File: config.mk
export PLATFORM = sky130hd
export DESIGN_NAME = word_loader
export DESIGN_NICKNAME = d
export VERILOG_FILES = /design/src/rtl/word_loader.sv
export SDC_FILE = /design/constraint.sdc
export NUM_CORES = 1
export LEC_CHECK = 0
export CAP_MARGIN = 25
export CORE_UTILIZATION = 30
export CTS_CLUSTER_DIAMETER = 80
export DETAILED_ROUTE_END_ITERATION = 7
export SLEW_MARGIN = 30
export SYNTH_ARGS = -nofsm -noshare
export SYNTH_HDL_FRONTEND = slang
export SYNTH_SLANG_ARGS = --single-unit
export TNS_END_PERCENT = 5
File: constraint.sdc
create_clock -name clk -period 3 [get_ports clk]
set_input_delay 0.3 -clock clk [delete_from_list [all_inputs] [get_ports clk]]
set_output_delay 0.3 -clock clk [all_outputs]
set_load 0.1 [all_outputs]
File: src/rtl/word_loader.sv
// Boot-time byte-stream loader: unpacks a length-prefixed, XOR-checked byte stream
// into 16-bit words with a one-cycle load strobe and a wrapping word address.
module word_loader #(
    parameter int ADDR_W = 15
) (
    input  logic              clk,
    input  logic              reset,
    input  logic              start,
    input  logic [7:0]        byte_in,
    input  logic              byte_valid,
    output logic              byte_ready,
    output logic [15:0]       word_out,
    output logic              word_load,
    output logic [ADDR_W-1:0] word_addr,
    output logic              busy,
    output logic              done,
    output logic              error
);

    localparam logic [2:0] IDLE    = 3'd0;
    localparam logic [2:0] LEN_HI  = 3'd1;
    localparam logic [2:0] LEN_LO  = 3'd2;
    localparam logic [2:0] DATA_HI = 3'd3;
    localparam logic [2:0] DATA_LO = 3'd4;
    localparam logic [2:0] CHECK   = 3'd5;
    localparam logic [2:0] DONE    = 3'd6;
    localparam logic [2:0] ERR     = 3'd7;

    localparam int          CNT_W   = ADDR_W + 1;
    localparam logic [31:0] MAX_LEN = 32'd1 << ADDR_W;

    logic [2:0]        state_q, state_d;
    logic [15:0]       len_q, len_d;
    logic [CNT_W-1:0]  cnt_q, cnt_d;
    logic [7:0]        xor_q, xor_d;
    logic [7:0]        hi_q, hi_d;
    logic [15:0]       word_q, word_d;
    logic              load_q, load_d;
    logic [ADDR_W-1:0] addr_q, addr_d;
    logic              ready_q, ready_d;
    logic              busy_q, busy_d;
    logic              done_q, done_d;
    logic              err_q, err_d;

    logic        accept;
    logic [15:0] len_full;

    assign accept   = byte_valid && ready_q;
    assign len_full = {len_q[15:8], byte_in};

    always_comb begin
        state_d = state_q;
        len_d   = len_q;
        cnt_d   = cnt_q;
        xor_d   = xor_q;
        hi_d    = hi_q;
        word_d  = word_q;
        load_d  = 1'b0;
        addr_d  = addr_q;
        done_d  = done_q;
        err_d   = err_q;

        // Address advances the cycle after each strobe, so it equals the word index at the strobe.
        if (load_q) begin
            addr_d = addr_q + ADDR_W'(1);
        end

        case (state_q)
            IDLE, DONE, ERR: begin
                if (start) begin
                    state_d = LEN_HI;
                    done_d  = 1'b0;
                    err_d   = 1'b0;
                    xor_d   = '0;
                    cnt_d   = '0;
                    addr_d  = '0;
                    len_d   = '0;
                end
            end
            LEN_HI: begin
                if (accept) begin
                    len_d   = {byte_in, 8'h00};
                    xor_d   = xor_q ^ byte_in;
                    state_d = LEN_LO;
                end
            end
            LEN_LO: begin
                if (accept) begin
                    len_d = len_full;
                    xor_d = xor_q ^ byte_in;
                    if (32'(len_full) > MAX_LEN) begin
                        state_d = ERR;
                        err_d   = 1'b1;
                    end else if (len_full == 16'd0) begin
                        state_d = CHECK;
                    end else begin
                        state_d = DATA_HI;
                    end
                end
            end
            DATA_HI: begin
                if (accept) begin
                    hi_d    = byte_in;
                    xor_d   = xor_q ^ byte_in;
                    state_d = DATA_LO;
                end
            end
            DATA_LO: begin
                if (accept) begin
                    word_d = {hi_q, byte_in};
                    load_d = 1'b1;
                    xor_d  = xor_q ^ byte_in;
                    cnt_d  = cnt_q + CNT_W'(1);
                    if (32'(cnt_q) + 32'd1 == 32'(len_q)) begin
                        state_d = CHECK;
                    end else begin
                        state_d = DATA_HI;
                    end
                end
            end
            CHECK: begin
                if (accept) begin
                    if (byte_in == xor_q) begin
                        state_d = DONE;
                        done_d  = 1'b1;
                    end else begin
                        state_d = ERR;
                        err_d   = 1'b1;
                    end
                end
            end
            default: state_d = IDLE;
        endcase

        ready_d = state_d inside {LEN_HI, LEN_LO, DATA_HI, DATA_LO, CHECK};
        busy_d  = ready_d;
    end

    always_ff @(posedge clk or posedge reset) begin
        if (reset) begin
            state_q <= IDLE;
            len_q   <= '0;
            cnt_q   <= '0;
            xor_q   <= '0;
            hi_q    <= '0;
            word_q  <= '0;
            load_q  <= 1'b0;
            addr_q  <= '0;
            ready_q <= 1'b0;
            busy_q  <= 1'b0;
            done_q  <= 1'b0;
            err_q   <= 1'b0;
        end else begin
            state_q <= state_d;
            len_q   <= len_d;
            cnt_q   <= cnt_d;
            xor_q   <= xor_d;
            hi_q    <= hi_d;
            word_q  <= word_d;
            load_q  <= load_d;
            addr_q  <= addr_d;
            ready_q <= ready_d;
            busy_q  <= busy_d;
            done_q  <= done_d;
            err_q   <= err_d;
        end
    end

    assign byte_ready = ready_q;
    assign word_out   = word_q;
    assign word_load  = load_q;
    assign word_addr  = addr_q;
    assign busy       = busy_q;
    assign done       = done_q;
    assign error      = err_q;

endmodule

* After elaboration in Yosys (flattened, before gate mapping)
Cells that the tools add are included.
Operators by class: $lt $le $gt $ge 1, reductions and logical operators 20, muxes and demuxes 34, bitwise operators 2, add/sub/neg operators 3, eq/ne operators 23
Operators with widths (number):
- $mux W16 | 3
- $pmux W16 S3 | 1
- $mux W15 | 3
- $pmux W16 S2 | 1
- $mux W3 | 9
- $mux W8 | 3
- $eq A3 B3 Y1 const B | 6
- $pmux W3 S6 | 1
- $add A16 B1 Y17 const B | 1
- $eq A17 B16 Y1 | 1
- $add A16 B1 Y16 const B | 1
- $gt A16 B16 Y1 const B | 1
- $logic_not A16 Y1 | 1
- $ne A2 B2 Y1 const B | 8
- $pmux W8 S2 | 1
- $add A15 B1 Y15 const B | 1
- $eq A3 B2 Y1 const B | 4
- $reduce_and A4 Y1 | 3
- $mux W1 | 10
- $eq A8 B8 Y1 | 1
- $reduce_bool A2 Y1 | 4
- $xor A8 B8 Y8 | 1
- $eq A3 B1 Y1 const B | 2
- $reduce_and A3 Y1 | 2
- 12 further kinds | 14
Storage, ports and cells: output and inout bits 36, register bits after elaboration 86

* Logic depth before layout (Yosys ltp)
Gate-level depths: netlist (run 1).
depth after elaboration 7, gate-level depth with buffers 9

* Worst setup path before layout (run 1)
No wires, ideal clock.
path kind reg-to-reg, start point register, netlist name busy, end point register busy_q, in the netlist busy, slack 514 ps, required time 2880 ps, library setup time 120 ps, arrival 2366 ps, clock period less this slack 2486 ps, stages on the path, launching flop included 8, buffers on the path 1, cell sequence dfrtp_1 -> and2_1 -> clkbuf_1 -> nand2_1 -> nor3_2 -> o21a_1 -> a221oi_1 -> a41o_1
RTL lines:
- to (signal assigned) | line 163 | busy_q <= busy_d;
- to (decl) | line 41 | logic busy_q, busy_d;

* Final worst setup path (run 1)
start point register cnt_q[0], end point register state_q[1]
Between the ends: longest elaborated chain between the ends 5
Ends and longest elaborated chain:
- from (decl) | line 34 | logic [CNT_W-1:0] cnt_q, cnt_d;
- from (signal assigned) | line 156 | cnt_q <= cnt_d;
- $add A16 B1 Y17 | line 114 | if (32'(cnt_q) + 32'd1 == 32'(len_q)) begin
- $eq A17 B16 Y1 | line 114
- $mux W3 | line 114
- $mux W3 | line 109 | if (accept) begin
- $pmux W3 S6 | line 68 | case (state_q)
- named net state_d[1] | line 32 | logic [2:0] state_q, state_d;
- to (signal assigned) | line 154 | state_q <= state_d;
- to (decl) | line 32
The timed path passes the listed nets, and every way through them passes these cells. A chain may end at the register's enable or synchronous reset.

==> reports/results.txt, run 1 <==
# port buffers - 47
First-pass GRT wire length - 17.9 mm
Outcome - finished, final reports clean
Clock sink count - 86
CP required - 3.23 ns
Relative slew slack - 53.4%
Vias in the first global route - 3,390
Hold buffer count at CTS - 0
I/O pin count - 48
ANT nets after route - 0
Site row count - 44
Ant diodes - 0
Drt wl/cell - 15.3 um
Fin crit share - 78.2%
Most Used Layer, Global Route - met2
Crit path DAT - 2.57 ns
CTS tree - done
Worst setup EP type - flop
Syn Area/Cell - 9.23 sq um
Fmax - 426 MHz
WL final - 10.9 mm
Reg2reg end - state_q[1]
Die height - 124 um
DRC errors left - 0
Met2 Usage GRT - 23.5%
Share of layout cells above drive strength 1 - 15.5%
H-tree levels - 3
Die Width - 124 um
Total congestion overflow - 0
Final slew viol count - 0
R2R Setup Slk - 0.66 ns
Synth cell types - 52
Lkg Pwr - 2.41 nW
Initial core utilization - 30.7%
Initial antenna violation count - 0
Post-DR vias/cell - 5.06
Post-CTS Resized - 0
CTS clk-pin slew, worst paths - 0.06 ns
Skew final - 0.00946 ns
CTS max path bufs - 2
Largest net degree at the start of global routing - 49
Clock Latency Late Sink - 0.34 ns
Core footprint - 0.0145 sq mm
Maximum VDD drop - 0.740 mV
Final Util - 36.6%
DRT iter0 DRCs - 322
Top_reg_cell synth - dfrtp_1
Worst setup SP type - flop
RSZ-0062 raised after global routing - no
Power per cell area - 984 mW/mm^2
Root Driver - clkbuf_16
Post-synth EDFFs - 0
Final setup vio count - 0
Syn nets - 496
Nets - 540
DR pass1 iterations - 4
GRT Total Usage - 15.2%
Final Hold Vio Count - 0
Worst reg-to-reg path cell count - 8
Setup bufs post-CTS - 0
Fin crit period - 2.34 ns
Sequential fraction of the synthesis area - 48.4%
HP Class - primary input to asynchronous set/reset pin
Seq cells post-synth - 86
Worst slew pin tran - 0.699 ns
Detail Placement HPWL - 7.54 mm
DIE AREA - 0.0153 sq mm
Via count - 3,613
Met3 usage - 2.43%
CTS Buf Count - 9
Worst r2r src - cnt_q[0]
Max Cap Viol - 0
Ys Warns - 0
Post-Syn Instances - 482
Synth Cell Area - 0.00445 sq mm
Met1 GRT Util - 21.3%
Crit Path Max Fanout - 8
Layout area overhead - 19.1%
WS Path Type - flop to flop
Sum Neg Setup Slack - 0 ns
Synth async-reset ratio - 100%
GPL Wtd Cong - 0.867
Hold_ws - 0.371 ns
-- cell families after synthesis --
group,share of synthesized area (%)
AND/OR/NAND/NOR,20.5
AO/OA/AOI/OAI,16.0
flip-flops,48.4
XOR/XNOR,8.24
buffers and inverters,3.94
multiplexers,2.47
adder cells (fa/ha/maj),0.562
-- where the power goes --
group | internal, mW | switching [mW]
Combinational | 0.696 | 1.63
Clock | 0.581 | 0.469
Sequential | 1.50 | 0.339
Total | 2.77 | 2.44
-- worst max path at each step --
stage                 endpoint  slack, ns  startpoint  cells after the start
detailed placement        busy       0.46  byte_in[7]                      8
global route        state_q[1]       0.51    cnt_q[3]                      7
finish              state_q[1]       0.66    cnt_q[0]                      8
global placement          busy       0.55  byte_in[7]                      8
floorplan                 busy       0.48       reset                      1
CTS                 state_q[1]       0.68    cnt_q[0]                      8
-- cells in the final DEF (no fill, tap or decap), types with 7 or more instances in the layout --
master | synthesis | routed
clkdlybuf4s50_1 | 0 | 11
nor2_1 | 47 | 47
o21ai_0 | 51 | 51
xor2_1 | 18 | 18
xnor2_1 | 22 | 22
mux2_2 | 8 | 8
nor3_1 | 7 | 7
a22o_1 | 17 | 17
nand4_1 | 13 | 13
dfrtp_1 | 86 | 86
nand2_1 | 84 | 84
clkbuf_16 | 0 | 9
a21oi_1 | 14 | 14
buf_4 | 3 | 50
and3_1 | 7 | 7
nand3_1 | 9 | 9
-- metrics by stage --
step                worst slack, ns  instances  power (mW)  area (sq um)
floorplan                     0.478        482        3.65          4450
global placement              0.548        699        4.14          5030
detailed placement            0.461        699        4.18          5030
CTS                           0.676        714        5.25          5300
global route                  0.506        714        5.50          5300
finish                        0.655        714        5.22          5300
-- per-layer routing --
layer	vias to the layer above	wire length, um
li1	1772	-
met1	1751	5280
met2	76	5130
met3	14	338
met4	0	184
met5	-	0
-- cell usage after synthesis, drive strengths merged (2+ instances only) --
cell type	count	area share, %
o21ai	51	5.7
nand4	13	1.8
nand2b	3	0.42
ha	2	0.56
and2b	2	0.37
a221oi	2	0.39
clkbuf	24	2.5
a21oi	14	1.6
xor2	19	3.9
nand3	9	1.0
nand2	84	7.1
a22o	17	3.3
xnor2	22	4.3
o31ai	6	1.0
a41oi	2	0.39
dfrtp	86	48
o211ai	2	0.34
mux2i	2	0.45
nor4	4	0.56
or3	5	0.70
inv	5	0.42
and4	2	0.39
nor2	47	4.0
nor2b	2	0.28
a41o	2	0.45
buf	5	1.0
and2	8	1.2
mux2	8	2.0
and3	8	1.2
nor3	8	1.0
a31oi	6	0.84
-- critical path: stages, from the launching register on --
cell and delay [ns]:
dfrtp_1 0.46, ha_1 0.35, and3_1 0.27, nand3_1 0.15
nor2_1 0.25, xnor2_1 0.15, nand3_1 0.09, a211o_1 0.30
a31o_1 0.21
-- area by class of cell --
type / count / area, sq um
clock buffer: 10 / 239
clock inverter: 5 / 32.5
fill: 1463 / 9180
inverter: 5 / 20.0
multi-input combinational: 362 / 2120
sequential: 86 / 2150
tap: 184 / 230
timing repair buffer: 62 / 505
-- state kept, by name, indices dropped and copies added, names as in the netlist, 3 cells and up --
| name | count |
|---|---|
| word_addr | 15 |
| hi_q | 8 |
| cnt_q | 16 |
| state_q | 3 |
| xor_q | 8 |
| len_q | 16 |
| word_out | 16 |
Power figures use the tool's default switching activity.
==> run 2, diff against run 1 <==
- clock period: 3 -> 2.3 ns (I/O delays scaled with it)
==> run 2 against run 1 <==
Compared with the run above:
- highest routed layer unchanged
- cell area is 3.9% higher
- largest power group unchanged
- sequential share of layout area is 1.5 points lower
- critical path type unchanged
- die area stayed put
- total power is 33% higher
- critical path depth stayed put
==> reports/results.txt, run 2 (synthesized netlist as in run 1, its figures left out) <==
Root Driver - clkbuf_16
ANT nets after route - 0 (unchanged)
Largest net degree at the start of global routing - 49 (unchanged)
Placed insts - 723 (+3.4%)
DRT iter0 DRCs - 305 (-5.3%)
Area occupied by multi-input gates - 0.00213 sq mm (+0.47%)
Cell internal pwr - 3.76 mW (+35%)
Detail Placement HPWL - 7.94 mm (+5.4%)
Top Layer Used - met4
Met3 WL - 381 um (+13%)
Clock sink count - 86 (unchanged)
Most frequent cells in the layout - 86 x dfrtp_1, 84 x nand2_1, 74 x buf_4
Core footprint - 0.0145 sq mm (unchanged)
Total congestion overflow - 0 (unchanged)
Hold buffer count at CTS - 0 (unchanged)
Crit path DAT - 2.42 ns (-0.15 ns)
Drt wl/cell - 15.3 um (about the same)
# port buffers - 47 (unchanged)
RSZ-0062 raised after global routing - no
Clock share of power - 20.0% (about the same)
Worst slew pin tran - 0.704 ns (+0.00501 ns)
Largest delay contributor family on the critical path - simple AND/OR/NAND/NOR gates
Ant diodes - 0 (unchanged)
Nets - 564 (+4.4%)
First-pass GRT wire length - 18.3 mm (+2.6%)
FF+latch area - 0.00215 sq mm (unchanged)
DRC errors left - 0 (unchanged)
Lkg Pwr - 2.52 nW (+4.9%)
Final setup vio count - 0 (unchanged)
Initial core utilization - 30.7% (unchanged)
Fin cells - 739 (+3.5%)
H-tree levels - 3 (unchanged)
Initial antenna violation count - 0 (unchanged)
CP required - 2.52 ns (-0.71 ns)
Die Width - 124 um (unchanged)
DR pass1 iterations - 8 (+4)
Met1 wire length - 5.36 mm (+1.6%)
Slowest cell on crit path - dfrtp_1
WS Path Type - flop to flop
GRT Total Usage - 15.6% (+0.39 points)
Final slew viol count - 0 (unchanged)
R2R Setup Slk - 0.1 ns (-0.56 ns)
Worst path max stage delay - 0.35 ns (-0.11 ns)
Skew final - 0.00645 ns (-0.00300 ns)
Most common cell after layout, fill and taps aside - dfrtp_1
Layout area overhead - 23.8%
Outcome - finished, final reports clean
Relative slew slack - 52.8% (-0.62 points)
Maximum VDD drop - 1.07 mV (+45%)
Detail Route met2 WL - 5.34 mm (+4.0%)
Max Cap Viol - 0 (unchanged)
CTS tree - done
Final Hold Vio Count - 0 (unchanged)
Fin crit period - 2.20 ns (-0.145 ns)
I/O pin count - 48 (unchanged)
CTS Buf Count - 9 (unchanged)
Reg power frac - 33.4% (-1.8 points)
Fmax - 454 MHz (+6.6%)
Site row count - 44 (unchanged)
Sw Ratio - 46.0% (-0.77 points)
CTS clk-pin slew, worst paths - 0.06 ns (about the same)
Worst-path cell chain - ha_2 > and3_1 > nand3_1 > nor2_2 > xnor2_1 > nand3_1 > a211o_1 > a31o_1
Hold_ws - 0.0914 ns (-0.280 ns)
DIE AREA - 0.0153 sq mm (unchanged)
CTS max path bufs - 2 (unchanged)
HP Class - primary input to asynchronous set/reset pin
Crit Path Max Fanout - 8 (unchanged)
Most common cell on crit path - nand3_1
GPL Wtd Cong - 0.864 (-0.32%)
Worst setup EP type - flop
Switching pwr - 3.21 mW (+31%)
Die height - 124 um (unchanged)
Fill cells - 1,411 (-3.6%)
Combinational power share - 46.7% (+2.0 points)
Vias in the first global route - 3,577 (+5.5%)
WL final - 11.3 mm (+3.4%)
Fin crit share - 95.7% (+18 points)
Worst setup SP type - flop
Power per cell area - 1260 mW/mm^2 (+29%)
Critical path buffer and inverter count - 0 (unchanged)
Post-DR vias/cell - 5.11 (+0.92%)
Share of layout cells above drive strength 1 - 20.0% (+4.5 points)
Via count - 3,774 (+4.5%)
Clock Latency Late Sink - 0.34 ns (about the same)
-- run 2: worst paths after layout --
check,depth (start not counted),from,end
max in group asynchronous,3,reset,word_out[12]
max reg2reg,8,cnt_q[0],state_q[1]
min in group clk,2,hi_q[5],word_out[13]
min reg2reg,2,hi_q[5],word_out[13]
max,8,cnt_q[0],state_q[1]
min,2,reset,word_addr[3]
-- run 2: stage by stage --
step	instance area [sq um]	setup WS, ns	power, mW	util (%)	TNS (ns)
after floorplan	4450	-0.186	4.76	-	-16.73
after global placement	5210	-0.00549	5.53	36.0	-0.00549
after detailed placement	5220	0.0240	5.58	36.0	0
after CTS	5500	0.00538	7.01	38.0	0
after global routing	5510	0.0115	7.37	38.0	0
final	5510	0.0997	6.96	38.0	0
-- run 2: power groups by stage --
stage	registers, mW	clock network (mW)	logic [mW]
global placement	2.33	0	3.19
CTS	2.32	1.44	3.26
finish	2.32	1.39	3.25
floorplan	3.37	0	1.39
detailed placement	2.34	0	3.24
global route	2.38	1.49	3.49
-- run 2: final cells by class --
cell class,count,share of cell area [%]
multi-input combinational,362,38.7
sequential,86,39.1
tap,184,4.18
timing repair buffer,86,12.4
inverter,5,0.363
clock buffer,11,4.59
clock inverter,5,0.613
-- run 2: worst reg2reg max path, stage by stage, from the launching register on --
cell     delay [ns]
dfrtp_1        0.35
ha_2           0.26
and3_1         0.26
nand3_1        0.18
nor2_2         0.21
xnor2_1        0.14
nand3_1        0.13
a211o_1        0.32
a31o_1         0.23
-- run 2: what timing repair did --
item | in CTS | in global routing
gates resized for setup | 0 | 3
endpoints found under the setup margin | 0 | 2
setup buffers | 0 | 0
-- run 2: layer usage --
metal  track usage [%]  vias to the layer above
li1                  -                     1821
met5                 0                        -
met1              21.9                     1848
met2              23.8                       85
met4              6.55                        0
met3              2.66                       20
